`src/rtl/alu_arbiter.sv`:
```
// Two-requester round-robin front end for a shared external ALU.
// One operation is in flight at a time: grant in IDLE, sample the ALU in EXEC, hold the response in RESP.
module alu_arbiter #(
    parameter int WIDTH = 32
) (
    input  logic             clk,
    input  logic             rst_n,
    input  logic             req0_valid,
    input  logic             req1_valid,
    output logic             req0_ready,
    output logic             req1_ready,
    input  logic [WIDTH-1:0] req0_a,
    input  logic [WIDTH-1:0] req0_b,
    input  logic [WIDTH-1:0] req1_a,
    input  logic [WIDTH-1:0] req1_b,
    input  logic [3:0]       req0_op,
    input  logic [3:0]       req1_op,
    output logic             rsp0_valid,
    output logic             rsp1_valid,
    input  logic             rsp0_ready,
    input  logic             rsp1_ready,
    output logic [WIDTH-1:0] rsp_data,
    output logic             rsp_zero,
    output logic             rsp_err,
    output logic [WIDTH-1:0] alu_first,
    output logic [WIDTH-1:0] alu_second,
    output logic [3:0]       alu_select,
    input  logic [WIDTH-1:0] alu_out,
    input  logic             alu_zero,
    output logic             busy,
    output logic [1:0]       state_dbg,
    output logic             ptr_dbg
);

    typedef enum logic [1:0] {
        IDLE = 2'd0,
        EXEC = 2'd1,
        RESP = 2'd2
    } state_t;

    localparam logic [3:0] OP_AND = 4'b0000;
    localparam logic [3:0] OP_OR  = 4'b0001;
    localparam logic [3:0] OP_ADD = 4'b0010;
    localparam logic [3:0] OP_SUB = 4'b0110;
    localparam logic [3:0] OP_SLT = 4'b0111;

    state_t           state;
    logic             ptr;
    logic             grant;
    logic             err;

    logic             any_req;
    logic             gnt_sel;
    logic [3:0]       sel_op;
    logic [WIDTH-1:0] sel_a;
    logic [WIDTH-1:0] sel_b;
    logic             sel_legal;
    logic             rsp_done;

    // Handshakes: a request transfers in the cycle where reqN_valid and reqN_ready are both high
    // (ready is a combinational pulse in IDLE only); a response transfers when rspN_valid and rspN_ready are both high.
    always_comb begin
        gnt_sel = 1'b0;
        if (req0_valid && req1_valid)
            gnt_sel = ptr;
        else
            gnt_sel = req1_valid;
    end

    assign any_req   = req0_valid || req1_valid;
    assign sel_op    = gnt_sel ? req1_op : req0_op;
    assign sel_a     = gnt_sel ? req1_a  : req0_a;
    assign sel_b     = gnt_sel ? req1_b  : req0_b;
    assign sel_legal = (sel_op == OP_AND) || (sel_op == OP_OR) || (sel_op == OP_ADD) ||
                       (sel_op == OP_SUB) || (sel_op == OP_SLT);

    assign req0_ready = rst_n && (state == IDLE) && any_req && !gnt_sel;
    assign req1_ready = rst_n && (state == IDLE) && any_req &&  gnt_sel;

    assign rsp0_valid = (state == RESP) && !grant;
    assign rsp1_valid = (state == RESP) &&  grant;
    assign rsp_done   = grant ? rsp1_ready : rsp0_ready;

    assign busy      = (state != IDLE);
    assign state_dbg = state;
    assign ptr_dbg   = ptr;

    always_ff @(posedge clk) begin
        if (!rst_n) begin
            state      <= IDLE;
            ptr        <= 1'b0;
            grant      <= 1'b0;
            err        <= 1'b0;
            rsp_data   <= '0;
            rsp_zero   <= 1'b0;
            rsp_err    <= 1'b0;
            alu_first  <= '0;
            alu_second <= '0;
            alu_select <= OP_ADD;
        end else begin
            case (state)
                IDLE: begin
                    if (any_req) begin
                        grant      <= gnt_sel;
                        alu_first  <= sel_a;
                        alu_second <= sel_b;
                        // Illegal codes still drive a harmless ADD so the ALU inputs stay defined.
                        alu_select <= sel_legal ? sel_op : OP_ADD;
                        err        <= !sel_legal;
                        state      <= EXEC;
                    end
                end
                EXEC: begin
                    if (err) begin
                        rsp_data <= '0;
                        rsp_zero <= 1'b0;
                        rsp_err  <= 1'b1;
                    end else begin
                        rsp_data <= alu_out;
                        rsp_zero <= alu_zero;
                        rsp_err  <= 1'b0;
                    end
                    state <= RESP;
                end
                RESP: begin
                    if (rsp_done) begin
                        ptr   <= ~grant;
                        state <= IDLE;
                    end
                end
                default: state <= IDLE;
            endcase
        end
    end

endmodule

```
`config.mk`:
```
export PLATFORM = sky130hd
export DESIGN_NAME = alu_arbiter
export DESIGN_NICKNAME = d
export VERILOG_FILES = /design/src/rtl/alu_arbiter.sv
export SDC_FILE = /design/constraint.sdc
export NUM_CORES = 1
export LEC_CHECK = 0
export CAP_MARGIN = 20
export CORE_MARGIN = 5
export CORE_UTILIZATION = 39
export CTS_BUF_LIST = sky130_fd_sc_hd__clkbuf_8
export CTS_CLUSTER_SIZE = 10
export DETAILED_ROUTE_END_ITERATION = 16
export HOLD_SLACK_MARGIN = 0.03
export PLACE_DENSITY = 0.89
export SYNTH_ARGS = -nofsm -noshare
export SYNTH_HDL_FRONTEND = slang
export SYNTH_SLANG_ARGS = --single-unit
```
`constraint.sdc`:
```
create_clock -name clk -period 1.75 [get_ports clk]
set_input_delay 0.175 -clock clk [delete_from_list [all_inputs] [get_ports clk]]
set_output_delay 0.175 -clock clk [all_outputs]
set_load 0.005 [all_outputs]
```
==> impl_results.md <==
* Clock sink count at 107
* Max layer used: met4
* Antenna-violating nets left at 0
* Total GRT Usage at 21.9%
* Initial DRC Count at 292
* Synthesized area per cell at 8.51 um^2
* Fmax at 601 MHz
* Worst Hold Depth at 3
* Delay-heaviest family, CP: simple AND/OR/NAND/NOR gates
* Gpl congestion at 0.820
* Worst Path Arrival at 1490 ps
* Max Transition Viols Final at 0
* WL/cell at 16.5 um
* Post-synthesis sequential area ratio at 44.3%
* Worst-Margin Slew at 504 ps
* Seq cells post-synth at 107
* Final setup vio count at 0
* PwrDens at 776 nW/um^2
* Final Power at 6.35 mW
* Clk buf depth at 2
* R2r worst-path depth at 6
* Filler cells at 953
* Io pins at 285
* Most area-consuming cells after synthesis: dfxtp_1 44%, a311oi_2 12%, nand2_1 10%
* Hold crit path type: in -> reg
* Total global routing overflow at 0
* Number of buffers created by CTS at 9
* Asr flop ratio synth at 0%
* Crit. End Element: primary output
* Share of cells above drive strength 1 at 12.4%
* Crit-path cells: nand2b_4 -> and2_2 -> nor3_2 -> dlygate4sd2_1
* CTS tree: done
* Max Fanout on Critical Path at 4
* CP max stage cell: dfxtp_2
* Hold Fails Final Rpt at 0
* Synthesized area at 4830 um^2
* P&R area growth vs syn at 69.2%
* Met3 wire len at 1800 um
* Crit path launch type: register
* Ys Warns at 0
* Worst vdd ir at 0.000481 V
* Die ar. at 14,700 um^2
* CTS Hold Buffers Added at 0
* NumNets Final at 1,018
* First-pass GRT wire length at 25,400 um
* Post-synth EDFFs at 0
* Most used DFF post-synth: dfxtp_1
* CTS root buf: clkbuf_8
* Top-count cell post-synth: nand2_1
* Synth unique cells at 36
* Status: completed
* Cell leakage power at 3.09 nW
* Starting Density at 40.1%
* Die height at 121 um
* Worst-Skew Late Latency at 370 ps
* Via count at 5,083
* Syn nets at 743
* Req. time, crit path at 1570 ps
* Reg clk slew, reported paths at 100 ps
* Relative slew slack at 66.4%
* Top-area cell type share of the netlist area at 44.3%
* RSZ-0062 raised after global routing: no
* Max Cap Viol at 0
* Wire length on met2 at 8010 um
* DR DRC count at 0
* Number of global-route vias before repair at 5,121
* Levels on crit path at 4
* Final setup TNS at 0 ps
* Die width at 121 um
* Synthesized instance count at 568
* M1 WL at 6450 um
* IO buf count at 284
* CTS H-tree depth at 3
* Largest net degree at the start of global routing at 65
* DR pass1 iterations at 4
* Crit Path Category: reg -> out
* Post-DP HPWL at 12,900 um
* Initial antenna violation count at 0
* Slowest stage delay, CP at 350 ps
* Area leader, netlist: dfxtp_1
* Most frequent cells after synthesis: 134 x nand2_1, 107 x dfxtp_1, 100 x nor2_1, 40 x a311oi_2, 37 x a21oi_1
* Vias per inst at 5.01
* Critical path buffer and inverter count at 1
* Clock Skew at 7.51 ps
* Routed wire length at 16,700 um
* Minimum clock period after layout at 1670 ps
* Final antenna diode count at 0
* Final Cycle Share at 95.1%
* Rows at 40
* Core area at 12,100 um^2
==> registers in the layout, indices dropped and copies added (netlist names) <==
name / count
alu_select: 4
err: 1
rsp_data: 32
state_dbg: 2
grant: 1
rsp_zero: 1
alu_first: 32
alu_second: 32
rsp_err: 1
ptr_dbg: 1
==> through the flow <==
step	instance area, um^2	hold slack [ps]	std cells	setup WS [ps]	utilization (%)
after floorplan	4830	253	568	337	-
final	8170	360	1015	84.9	67.8
after detailed placement	7960	475	998	-145	66.0
after global routing	8170	354	1015	14.8	67.8
after CTS	8160	335	1014	9.03	67.6
after global placement	7960	465	998	-136	66.0
==> power by group <==
part | leakage, nW | switching (mW) | internal, mW
logic | 2.11 | 0.907 | 1.25
clock network | 0.0933 | 0.816 | 0.545
registers | 0.884 | 0.136 | 2.70
total | 3.09 | 1.86 | 4.49
==> placed cells by master (no fill, tap or decap), types with 24 or more instances in the layout <==
cell	n
clkdlybuf4s50_1	279
a21oi_1	37
a311oi_2	40
nor2_1	100
buf_4	24
dfxtp_1	104
nor3b_1	33
a311oi_1	24
nand2_1	133
==> worst register-to-register path, stage by stage, from the launching register on <==
cell and delay [ps]:
dfxtp_2 360, nand2b_4 130, and2_2 150, buf_4 130, buf_12 240, nand2_1 180, a311oi_1 300
==> per-layer routing <==
layer | vias to the layer above | track usage [%]
met5 | - | 0
met4 | 0 | 8.40
met3 | 31 | 9.04
met2 | 204 | 38.3
met1 | 2327 | 23.3
li1 | 2521 | -
==> layout make-up <==
cell class / instances / area [um^2] / area share [%]
tap: 168 / 210 / 2.57
timing repair buffer: 318 / 3220 / 39.4
multi-input combinational: 403 / 2410 / 29.5
clock inverter: 5 / 31.3 / 0.383
clock buffer: 10 / 138 / 1.68
sequential: 107 / 2150 / 26.3
inverter: 4 / 17.5 / 0.214
==> cells by family (layout without fill, tap and decap cells) <==
| kind of cell | count (synthesis) | after routing | synth area share [%] |
|---|---|---|---|
| flip-flops | 107 | 107 | 44.3 |
| multiplexers | 2 | 2 | 0.414 |
| buffers and inverters | 58 | 337 | 6.53 |
| AO/OA/AOI/OAI | 114 | 114 | 22.9 |
| AND/OR/NAND/NOR | 287 | 287 | 25.9 |
==> what timing repair did <==
item	in CTS	in global routing
setup buffers	1	1
endpoints found under the setup margin	5	3
resized for setup	10	3
==> worst paths after layout <==
kind                                  from  slack, ps             to
worst min-delay path            req1_a[19]        360  alu_first[19]
worst max-delay path               ptr_dbg         80     req0_ready
worst min register to register     ptr_dbg        480        ptr_dbg
worst max register to register     ptr_dbg        170  alu_second[0]
Note: power is estimated with default switching activity, not from simulation.
